--- config.mk ---
export PLATFORM = sky130hd
export DESIGN_NAME = wb_initiator
export DESIGN_NICKNAME = d
export VERILOG_FILES = /design/src/rtl/wb_pkg.sv /design/src/rtl/wb_initiator_timeout.sv /design/src/rtl/wb_initiator.sv
export SDC_FILE = /design/constraint.sdc
export NUM_CORES = 1
export LEC_CHECK = 0
export CAP_MARGIN = 20
export CORE_MARGIN = 5
export CORE_UTILIZATION = 40
export CTS_CLUSTER_DIAMETER = 30
export CTS_CLUSTER_SIZE = 25
export DETAILED_ROUTE_END_ITERATION = 16
export GPL_ROUTABILITY_DRIVEN = 0
export PLACE_DENSITY = 0.92
export SYNTH_ARGS = -nofsm -noshare
export SYNTH_HDL_FRONTEND = slang
export SYNTH_HIERARCHICAL = 1
export SYNTH_SLANG_ARGS = --single-unit
--- constraint.sdc ---
create_clock -name clk_i -period 1.8 [get_ports clk_i]
set_input_delay 0.27 -clock clk_i [delete_from_list [all_inputs] [get_ports clk_i]]
set_output_delay 0.27 -clock clk_i [all_outputs]
set_load 0.005 [all_outputs]
--- src/rtl/wb_pkg.sv ---
// Shared types and defaults for the Wishbone classic initiator.
package wb_pkg;

    localparam int DEF_DATA_WIDTH     = 32;
    localparam int DEF_ADDR_WIDTH     = 32;
    localparam int DEF_SEL_WIDTH      = DEF_DATA_WIDTH / 8;
    localparam int DEF_TIMEOUT_CYCLES = 255;

    typedef enum logic [1:0] {
        IDLE = 2'd0,
        BUS  = 2'd1,
        RSP  = 2'd2
    } state_t;

    localparam logic RSP_OK  = 1'b0;
    localparam logic RSP_ERR = 1'b1;

endpackage

--- src/rtl/wb_initiator_timeout.sv ---
// Loadable up-counter; tc flags that the cycle being counted is the TIMEOUT_CYCLES-th.
// Latency: tc is combinational on the registered count; no backpressure.
module wb_initiator_timeout #(
    parameter int TIMEOUT_CYCLES = 255
) (
    input  logic clk,
    input  logic rst_n,
    input  logic load,
    input  logic inc,
    output logic tc
);

    localparam int CW = $clog2(TIMEOUT_CYCLES + 1);

    logic [CW-1:0] cnt;

    always_ff @(posedge clk or negedge rst_n) begin
        if (!rst_n) begin
            cnt <= '0;
        end else if (load) begin
            cnt <= '0;
        end else if (inc && !tc) begin
            cnt <= cnt + 1'b1;
        end
    end

    // cnt counts completed idle bus cycles, so the current one is number cnt+1
    assign tc = (cnt == CW'(TIMEOUT_CYCLES - 1));

endmodule

--- src/rtl/wb_initiator.sv ---
// Single-transfer Wishbone classic master; cmd -> cyc/stb next cycle, rsp the cycle after ack/err,
// rsp held under backpressure, cmd_ready only in IDLE. Optional bus timeout via WB_INITIATOR_TIMEOUT_EN.
module wb_initiator
    import wb_pkg::*;
#(
    parameter int WB_DATA_WIDTH  = DEF_DATA_WIDTH,
    parameter int WB_ADDR_WIDTH  = DEF_ADDR_WIDTH,
    parameter int WB_SEL_WIDTH   = DEF_SEL_WIDTH,
    parameter int TIMEOUT_CYCLES = DEF_TIMEOUT_CYCLES
) (
    input  logic                     clk_i,
    input  logic                     rst_ni,
    input  logic                     cmd_valid_i,
    output logic                     cmd_ready_o,
    input  logic                     cmd_we_i,
    input  logic [WB_ADDR_WIDTH-1:0] cmd_addr_i,
    input  logic [WB_DATA_WIDTH-1:0] cmd_data_i,
    input  logic [WB_SEL_WIDTH-1:0]  cmd_sel_i,
    output logic                     rsp_valid_o,
    input  logic                     rsp_ready_i,
    output logic [WB_DATA_WIDTH-1:0] rsp_data_o,
    output logic                     rsp_err_o,
    output logic [WB_ADDR_WIDTH-1:0] wb_addr_o,
    output logic [WB_DATA_WIDTH-1:0] wb_data_o,
    output logic                     wb_we_o,
    output logic [WB_SEL_WIDTH-1:0]  wb_sel_o,
    output logic                     wb_stb_o,
    output logic                     wb_cyc_o,
    input  logic                     wb_ack_i,
    input  logic                     wb_err_i,
    input  logic [WB_DATA_WIDTH-1:0] wb_data_i,
`ifdef WB_INITIATOR_TIMEOUT_EN
    output logic                     timeout_o,
`endif
    output logic                     busy_o
);

    if (WB_SEL_WIDTH * 8 != WB_DATA_WIDTH || TIMEOUT_CYCLES < 1) begin : g_param_check
        $error("wb_initiator: WB_SEL_WIDTH must be WB_DATA_WIDTH/8 and TIMEOUT_CYCLES >= 1");
    end

    state_t state;
    logic   accept;
    logic   term_to;
    logic   bus_done;

    assign cmd_ready_o = (state == IDLE);
    assign accept      = cmd_valid_i && cmd_ready_o;

`ifdef WB_INITIATOR_TIMEOUT_EN
    logic to_tc;

    wb_initiator_timeout #(
        .TIMEOUT_CYCLES(TIMEOUT_CYCLES)
    ) u_timeout (
        .clk   (clk_i),
        .rst_n (rst_ni),
        .load  (accept),
        .inc   ((state == BUS) && !wb_ack_i && !wb_err_i),
        .tc    (to_tc)
    );

    // a real ack/err on the terminal edge beats the timeout
    assign term_to = (state == BUS) && to_tc && !wb_ack_i && !wb_err_i;
`else
    assign term_to = 1'b0;
`endif

    assign bus_done = wb_err_i || wb_ack_i || term_to;

    always_ff @(posedge clk_i or negedge rst_ni) begin
        if (!rst_ni) begin
            state       <= IDLE;
            rsp_valid_o <= 1'b0;
            rsp_data_o  <= '0;
            rsp_err_o   <= RSP_OK;
            wb_addr_o   <= '0;
            wb_data_o   <= '0;
            wb_we_o     <= 1'b0;
            wb_sel_o    <= '0;
            wb_stb_o    <= 1'b0;
            wb_cyc_o    <= 1'b0;
            busy_o      <= 1'b0;
`ifdef WB_INITIATOR_TIMEOUT_EN
            timeout_o   <= 1'b0;
`endif
        end else begin
            case (state)
                IDLE: begin
                    if (cmd_valid_i) begin
                        wb_addr_o <= cmd_addr_i;
                        wb_data_o <= cmd_data_i;
                        wb_we_o   <= cmd_we_i;
                        wb_sel_o  <= cmd_sel_i;
                        wb_cyc_o  <= 1'b1;
                        wb_stb_o  <= 1'b1;
                        busy_o    <= 1'b1;
                        state     <= BUS;
                    end
                end
                BUS: begin
                    if (bus_done) begin
                        wb_cyc_o    <= 1'b0;
                        wb_stb_o    <= 1'b0;
                        wb_we_o     <= 1'b0;
                        wb_sel_o    <= '0;
                        rsp_valid_o <= 1'b1;
                        rsp_err_o   <= (wb_err_i || term_to) ? RSP_ERR : RSP_OK;
                        rsp_data_o  <= (wb_ack_i && !wb_err_i && !wb_we_o) ? wb_data_i : '0;
`ifdef WB_INITIATOR_TIMEOUT_EN
                        timeout_o   <= term_to;
`endif
                        state       <= RSP;
                    end
                end
                RSP: begin
                    if (rsp_ready_i) begin
                        rsp_valid_o <= 1'b0;
                        busy_o      <= 1'b0;
                        state       <= IDLE;
                    end
                end
                default: begin
                    state <= IDLE;
                end
            endcase
        end
    end

endmodule

==> reports/qor.csv, run 1 <==
metric,value,unit
Vias/cell,4.771,
n_diodes,0,
Detail Route met2 WL,5.772,mm
VDD IR max,0.8397,mV
Nets,578,
final hold vios,0,
starting density of the core,0.4041,
Synth-to-Final Area Change,58.67,%
ys async rst share,1.000,
Post-synth top flop,dfrtp_1,
Worst setup EP type,output port,
YS warnings,6,
syn avg cell area,17.65,sq um
Die Wd,114.2,um
HPWL reported at the end of detailed placement,8.615,mm
Final Skew,0.005396,ns
period utilization,0.9358,
"delay-heaviest family, CP",buffers and inverters,
Yosys cell types,23,
"Reg clk slew, reported paths",0.10,ns
Bufs on Longest Clock Path,2,
Post-Synthesis Cells,246,
Final Non-Filler Cells,616,
# setup viols final,0,
Yosys reg bits,107,
CP max-delay cell,clkdlybuf4s50_1,
actual slew at the worst max-slew pin,0.5806,ns
Worst Path Max Fanout,6,
largest net degree at the start of global routing,108,
Hold Slack,0.4977,ns
Static Leak,3.038,nW
DR top layer,met4,
gr usage total,0.1721,
IO Port Bufs,213,
vias in the first global route,3285,
Post-synth EDFFs,0,
WP data arrival,1.41,ns
CORE AREA,0.01075,sq mm
Num CTS Buffers,9,
"Seq/Total Area, Yosys",0.6167,
critical path data required time,1.53,ns
leading area contributor after synthesis,dfrtp_1,
Pins Over Slew Limit,0,
"Cell Chain, Critical Path",nor2_1 > clkdlybuf4s50_1,
grt total ovfl,0,
setup TNS,0,ns
Max Freq,593.7,MHz
initial antenna violation count,0,
WP buf/inv,1,
Die Ht,114.2,um
TritonRoute pass-1 iters,4,
num rows,38,
Setup CP Type,reg2out,
Max-slew headroom,0.6130,
Clock Tree Root,clkbuf_8,
Routed met1 length,4.430,mm
die area,0.01304,sq mm
CP peak stage delay,0.51,ns
layout cells sized above 1,0.2164,
WL/cell,18.34,um
Max Cap Violations,0,
H-Tree Level Count,3,
power per cell area,1703,mW/mm^2
Total Wirelength,11.30,mm
WL met3,947,um
most common cell in the netlist,dfrtp_1,
status,completed,
Synth area leaders,"dfrtp_1 (62%), mux2_4 (22%), a22o_1 (7.7%), buf_12 (2.8%), buf_6 (2.1%)",
initial DRC count,142,
Mapped Area,0.004342,sq mm
placed cell count,596,
# clock sinks,107,
Post-DRT Antenna Nets,0,
Vias,2939,
IO Count,214,
"top cells by count, synth","dfrtp_1 (107), mux2_4 (64), a22o_1 (38)",
first-pass GRT wire length,17.77,mm
crit path time final,1.684,ns
RSZ-0062 raised after global routing,false,
Remaining DRCs,0,
"Clk Latency, worst-skew pair",0.35,ns
Synth top area share,0.6167,
Hold Crit Class,in2async,
Startpoint Class,register,
Syn Nets,353,
TritonCTS clock tree,built,
through the flow:
stage / utilization / worst slack (ns) / power, mW / instance area [sq um]
5_1_grt: 0.6411 / 0.01088 / 12.38 / 6889
3_3_place_gp: 0.6147 / 0.02263 / 9.798 / 6605
6_report: 0.6411 / 0.1155 / 11.73 / 6889
2_1_floorplan: - / 0.4193 / 6.799 / 4342
3_5_place_dp: 0.6147 / -0.003747 / 10.02 / 6605
4_1_cts: 0.6388 / 0.01190 / 11.85 / 6864
where the power goes:
group	leakage (nW)	switching (mW)	internal [mW]
combinational	1.61	1.64	3.98
sequential	1.31	0.738	3.60
clock	0.123	0.799	0.965
total	3.04	3.18	8.55
worst paths after layout:
check / from / endpoint / slack [ns] / depth (start not counted)
worst max-delay path: state[1]$_DFFE_PN0P_ / cmd_ready_o / 0.12 / 2
worst min-delay path: rst_ni / wb_addr_o[1]$_DFFE_PN0P_ / 0.50 / 3
worst max register to register: state[0]$_DFFE_PN0P_ / wb_addr_o[6]$_DFFE_PN0P_ / 0.17 / 5
worst min register to register: state[1]$_DFFE_PN0P_ / state[0]$_DFFE_PN0P_ / 0.50 / 1
max in group asynchronous: rst_ni / wb_addr_o[18]$_DFFE_PN0P_ / 0.82 / 3
min in group clk_i: state[1]$_DFFE_PN0P_ / state[0]$_DFFE_PN0P_ / 0.50 / 1
area by class of cell:
class / count / area (sq um)
clock buffers: 10 / 137.6
clock inverters: 6 / 111.4
fillers: 815 / 3856
inverters: 1 / 3.754
multi-input cells: 122 / 1434
flip-flops and latches: 107 / 2680
well taps: 140 / 175.2
repair buffers: 230 / 2347
cells in the final DEF, fill, tap and decap left out, types with 2 or more instances in the layout:
cell type,n
clkdlybuf4s50_1,212
dfrtp_1,105
mux2_4,64
a22o_1,38
clkbuf_8,10
buf_4,10
buf_12,7
o21ai_1,3
bufinv_16,3
nor2_1,2
nand2b_1,2
nand2_1,2
dfrtp_2,2
what timing repair did:
action,CTS,global route
buffers inserted,0,3
resized for setup,0,2
endpoints found under the hold margin,58,0
endpoints found under the setup margin,0,1
hold buffers,1,0
registers in the layout (all words and copies together) (netlist names):
name	cells
rsp_err_o	1
wb_addr_o	32
busy_o	1
wb_we_o	1
wb_sel_o	4
wb_cyc_o	1
rsp_valid_o	1
wb_data_o	32
rsp_data_o	32
state	2
per-layer routing:
metal / track usage / vias to the layer above
met2: 0.3009 / 120
met5: 0 / -
met4: 0.05701 / 0
met1: 0.2014 / 1465
li1: - / 1344
met3: 0.05285 / 10
worst min-delay path, stage by stage:
cell           delay [ns]
dlygate4sd3_1        0.54
buf_4                0.12
buf_12               0.39
cell families after synthesis:
kind of cell    share of synthesized area
mux                                0.2213
flops                              0.6167
buf+inv                           0.05447
simple gates                      0.02133
compound gates                    0.08617
Power figures use the tool's default switching activity.
==> inputs of run 2 (changes only) <==
--- a/config.mk
+++ b/config.mk
@@ -7,12 +7,12 @@
 export LEC_CHECK = 0
 export CAP_MARGIN = 20
 export CORE_MARGIN = 5
-export CORE_UTILIZATION = 40
+export CORE_UTILIZATION = 44
 export CTS_CLUSTER_DIAMETER = 30
 export CTS_CLUSTER_SIZE = 25
 export DETAILED_ROUTE_END_ITERATION = 16
 export GPL_ROUTABILITY_DRIVEN = 0
-export PLACE_DENSITY = 0.92
+export PLACE_DENSITY = 0.95
 export SYNTH_ARGS = -nofsm -noshare
 export SYNTH_HDL_FRONTEND = slang
 export SYNTH_HIERARCHICAL = 1
==> constraint.sdc (replaced) <==
create_clock -name clk_i -period 2 [get_ports clk_i]
set_input_delay 0.3 -clock clk_i [delete_from_list [all_inputs] [get_ports clk_i]]
set_output_delay 0.3 -clock clk_i [all_outputs]
set_load 0.005 [all_outputs]
==> reports/qor.csv, run 2 (synthesis gave the netlist of run 1 again) <==
metric,value,unit,change
crit path time final,1.794,ns,
Setup CP Type,reg2out,,
HPWL reported at the end of detailed placement,9.198,mm,+6.8%
Synth-to-Final Area Change,55.33,%,
Nets,573,,-0.87%
# fillers,641,,-21%
Final Util,0.6964,,+0.05525
final hold vios,0,,unchanged
Bufs on Longest Clock Path,2,,unchanged
Max Cap Violations,0,,unchanged
Flop pwr share,0.390,,+0.020
VDD IR max,0.8621,mV,+2.7%
# clock sinks,107,,unchanged
status,completed,,
Worst setup EP type,output port,,
WP data arrival,1.49,ns,+0.08 ns
Final Skew,0.01092,ns,+0.005522 ns
TritonCTS clock tree,built,,
Clk pwr share,0.123,,-0.027
most frequent cells in the layout,"clkdlybuf4s50_1 (212), dfrtp_1 (107), mux2_4 (64)",,
num rows,36,,-5.3%
"Reg clk slew, reported paths",0.09,ns,about the same
Max-slew headroom,0.6262,,+0.01325
gr usage total,0.1940,,+0.02190
Post-CTS Resized,0,,unchanged
Post-DRT Antenna Nets,0,,unchanged
vias in the first global route,3383,,+3.0%
first-pass GRT wire length,17.68,mm,-0.51%
setup TNS,0,ns,unchanged
CP max-delay cell,clkdlybuf4s50_1,,
Hold Crit Class,reg2reg,,
Static Leak,2.967,nW,-2.3%
layout cells sized above 1,0.1987,,-0.01767
IO Port Bufs,213,,unchanged
total power,10.15,mW,-14%
n_diodes,0,,unchanged
"commonest non-fill, non-tap cell in the layout",clkdlybuf4s50_1,,
placed instance area,0.006556,sq mm,-0.74%
hold_buf cts,1,,unchanged
IO Count,214,,unchanged
"Clk Latency, worst-skew pair",0.35,ns,about the same
critical path data required time,1.70,ns,+0.17 ns
starting density of the core,0.4483,,+0.04427
Vias,2983,,+1.5%
period utilization,0.8972,,
final instance area,0.006744,sq mm,-2.1%
Total Wirelength,11.87,mm,+5.1%
TritonRoute pass-1 iters,4,,unchanged
post-CTS setup buffer count,0,,unchanged
Vias/cell,4.963,,+4.0%
actual slew at the worst max-slew pin,0.5607,ns,-0.01987 ns
Net Sw Frac,0.2820,,+0.01080
"Cell Chain, Critical Path",nor2_1 > clkdlybuf4s50_1,,
Psw,2.861,mW,-10%
Worst Path Max Fanout,8,,+2
CP peak stage delay,0.51,ns,about the same
Remaining DRCs,0,,unchanged
Pins Over Slew Limit,0,,unchanged
largest net degree at the start of global routing,53,,-51%
registers with the most flip-flops,"rsp_data_o (32), wb_addr_o (32), wb_data_o (32)",,
Startpoint Class,register,,
power per cell area,1504,mW/mm^2,-12%
WL/cell,19.76,um,+7.7%
Die Wd,109.3,um,-4.2%
Gate power share,0.487,,+0.008
RSZ-0062 raised after global routing,false,,
grt total ovfl,0,,unchanged
# setup viols final,0,,unchanged
die area,0.01195,sq mm,-8.3%
Max Freq,557.3,MHz,
initial antenna violation count,0,,unchanged
Num CTS Buffers,9,,unchanged
Clock Tree Root,clkbuf_8,,
Internal Power,7.285,mW,-15%
Die Ht,109.3,um,-4.2%
initial DRC count,102,,-28%
CORE AREA,0.009684,sq mm,-9.9%
H-Tree Level Count,3,,unchanged
-- run 2: changes by cell type in the layout (fill, tap and decap cells not counted), moves of 2 or more --
cell       delta
bufinv_16     -2
dfrtp_2       -2
dfrtp_1       +2
buf_4         -3
buf_12        -2
-- run 2: final cells by class --
class,instances,area (sq um),share of cell area
multi-input cells,122,1434,0.2126
clock inverters,4,53.80,0.007978
clock buffers,9,123.9,0.01837
repair buffers,225,2285,0.3388
flip-flops and latches,107,2678,0.3970
inverters,1,3.754,0.0005566
well taps,133,166.4,0.02468
-- run 2: stage by stage --
stage	hold slack, ns	instances	setup WS (ns)
3_5_place_dp	0.3248	587	0.07805
4_1_cts	0.5052	601	0.1927
5_1_grt	0.5261	601	0.1185
3_3_place_gp	0.3117	587	0.1679
2_1_floorplan	0.004409	246	0.6193
6_report	0.5129	601	0.2056
-- run 2: path summary, 6_finish.rpt --
check / startpoint / endpoint / slack [ns] / cells after the start
min in group asynchronous: rst_ni / wb_data_o[18]$_DFFE_PN0P_ / 0.52 / 2
setup / recovery: state[0]$_DFFE_PN0P_ / cmd_ready_o / 0.21 / 2
setup reg to reg: state[0]$_DFFE_PN0P_ / wb_addr_o[1]$_DFFE_PN0P_ / 0.37 / 4
hold / removal: rsp_data_o[18]$_DFFE_PN0P_ / rsp_data_o[18]$_DFFE_PN0P_ / 0.51 / 1
hold reg to reg: rsp_data_o[18]$_DFFE_PN0P_ / rsp_data_o[18]$_DFFE_PN0P_ / 0.51 / 1
max in group asynchronous: rst_ni / wb_data_o[28]$_DFFE_PN0P_ / 0.80 / 3
-- run 2: worst max-delay path: cells and delay by family, from the launching register on --
kind,cells,cell delay [ns]
buffers and inverters,1,0.51
DFF,1,0.49
and+or+nand+nor,1,0.15
-- run 2: power groups by stage --
stage | logic, mW | registers, mW | clock network (mW)
global route | 5.23 | 4.10 | 1.37
CTS | 5.01 | 3.97 | 1.27
detailed placement | 4.99 | 3.97 | 0
finish | 4.94 | 3.96 | 1.25
global placement | 4.80 | 3.93 | 0
floorplan | 2.18 | 3.94 | 0
-- run 2: layer usage --
| layer | share of wire | wire [um] | global-route usage |
|---|---|---|---|
| met5 | 0 | 0 | 0 |
| met4 | 0.037 | 445 | 0.08192 |
| met3 | 0.089 | 1061 | 0.05696 |
| met2 | 0.50 | 5951 | 0.3422 |
| met1 | 0.37 | 4416 | 0.2184 |
==> inputs of run 3 (changes only) <==
--- a/config.mk
+++ b/config.mk
@@ -8,7 +8,7 @@
 export CAP_MARGIN = 20
 export CORE_MARGIN = 5
 export CORE_UTILIZATION = 44
-export CTS_CLUSTER_DIAMETER = 30
+export CTS_CLUSTER_DIAMETER = 80
 export CTS_CLUSTER_SIZE = 25
 export DETAILED_ROUTE_END_ITERATION = 16
 export GPL_ROUTABILITY_DRIVEN = 0
==> results of run 3 <==
Final layout, timing and power as in run 2 (identical DEF).
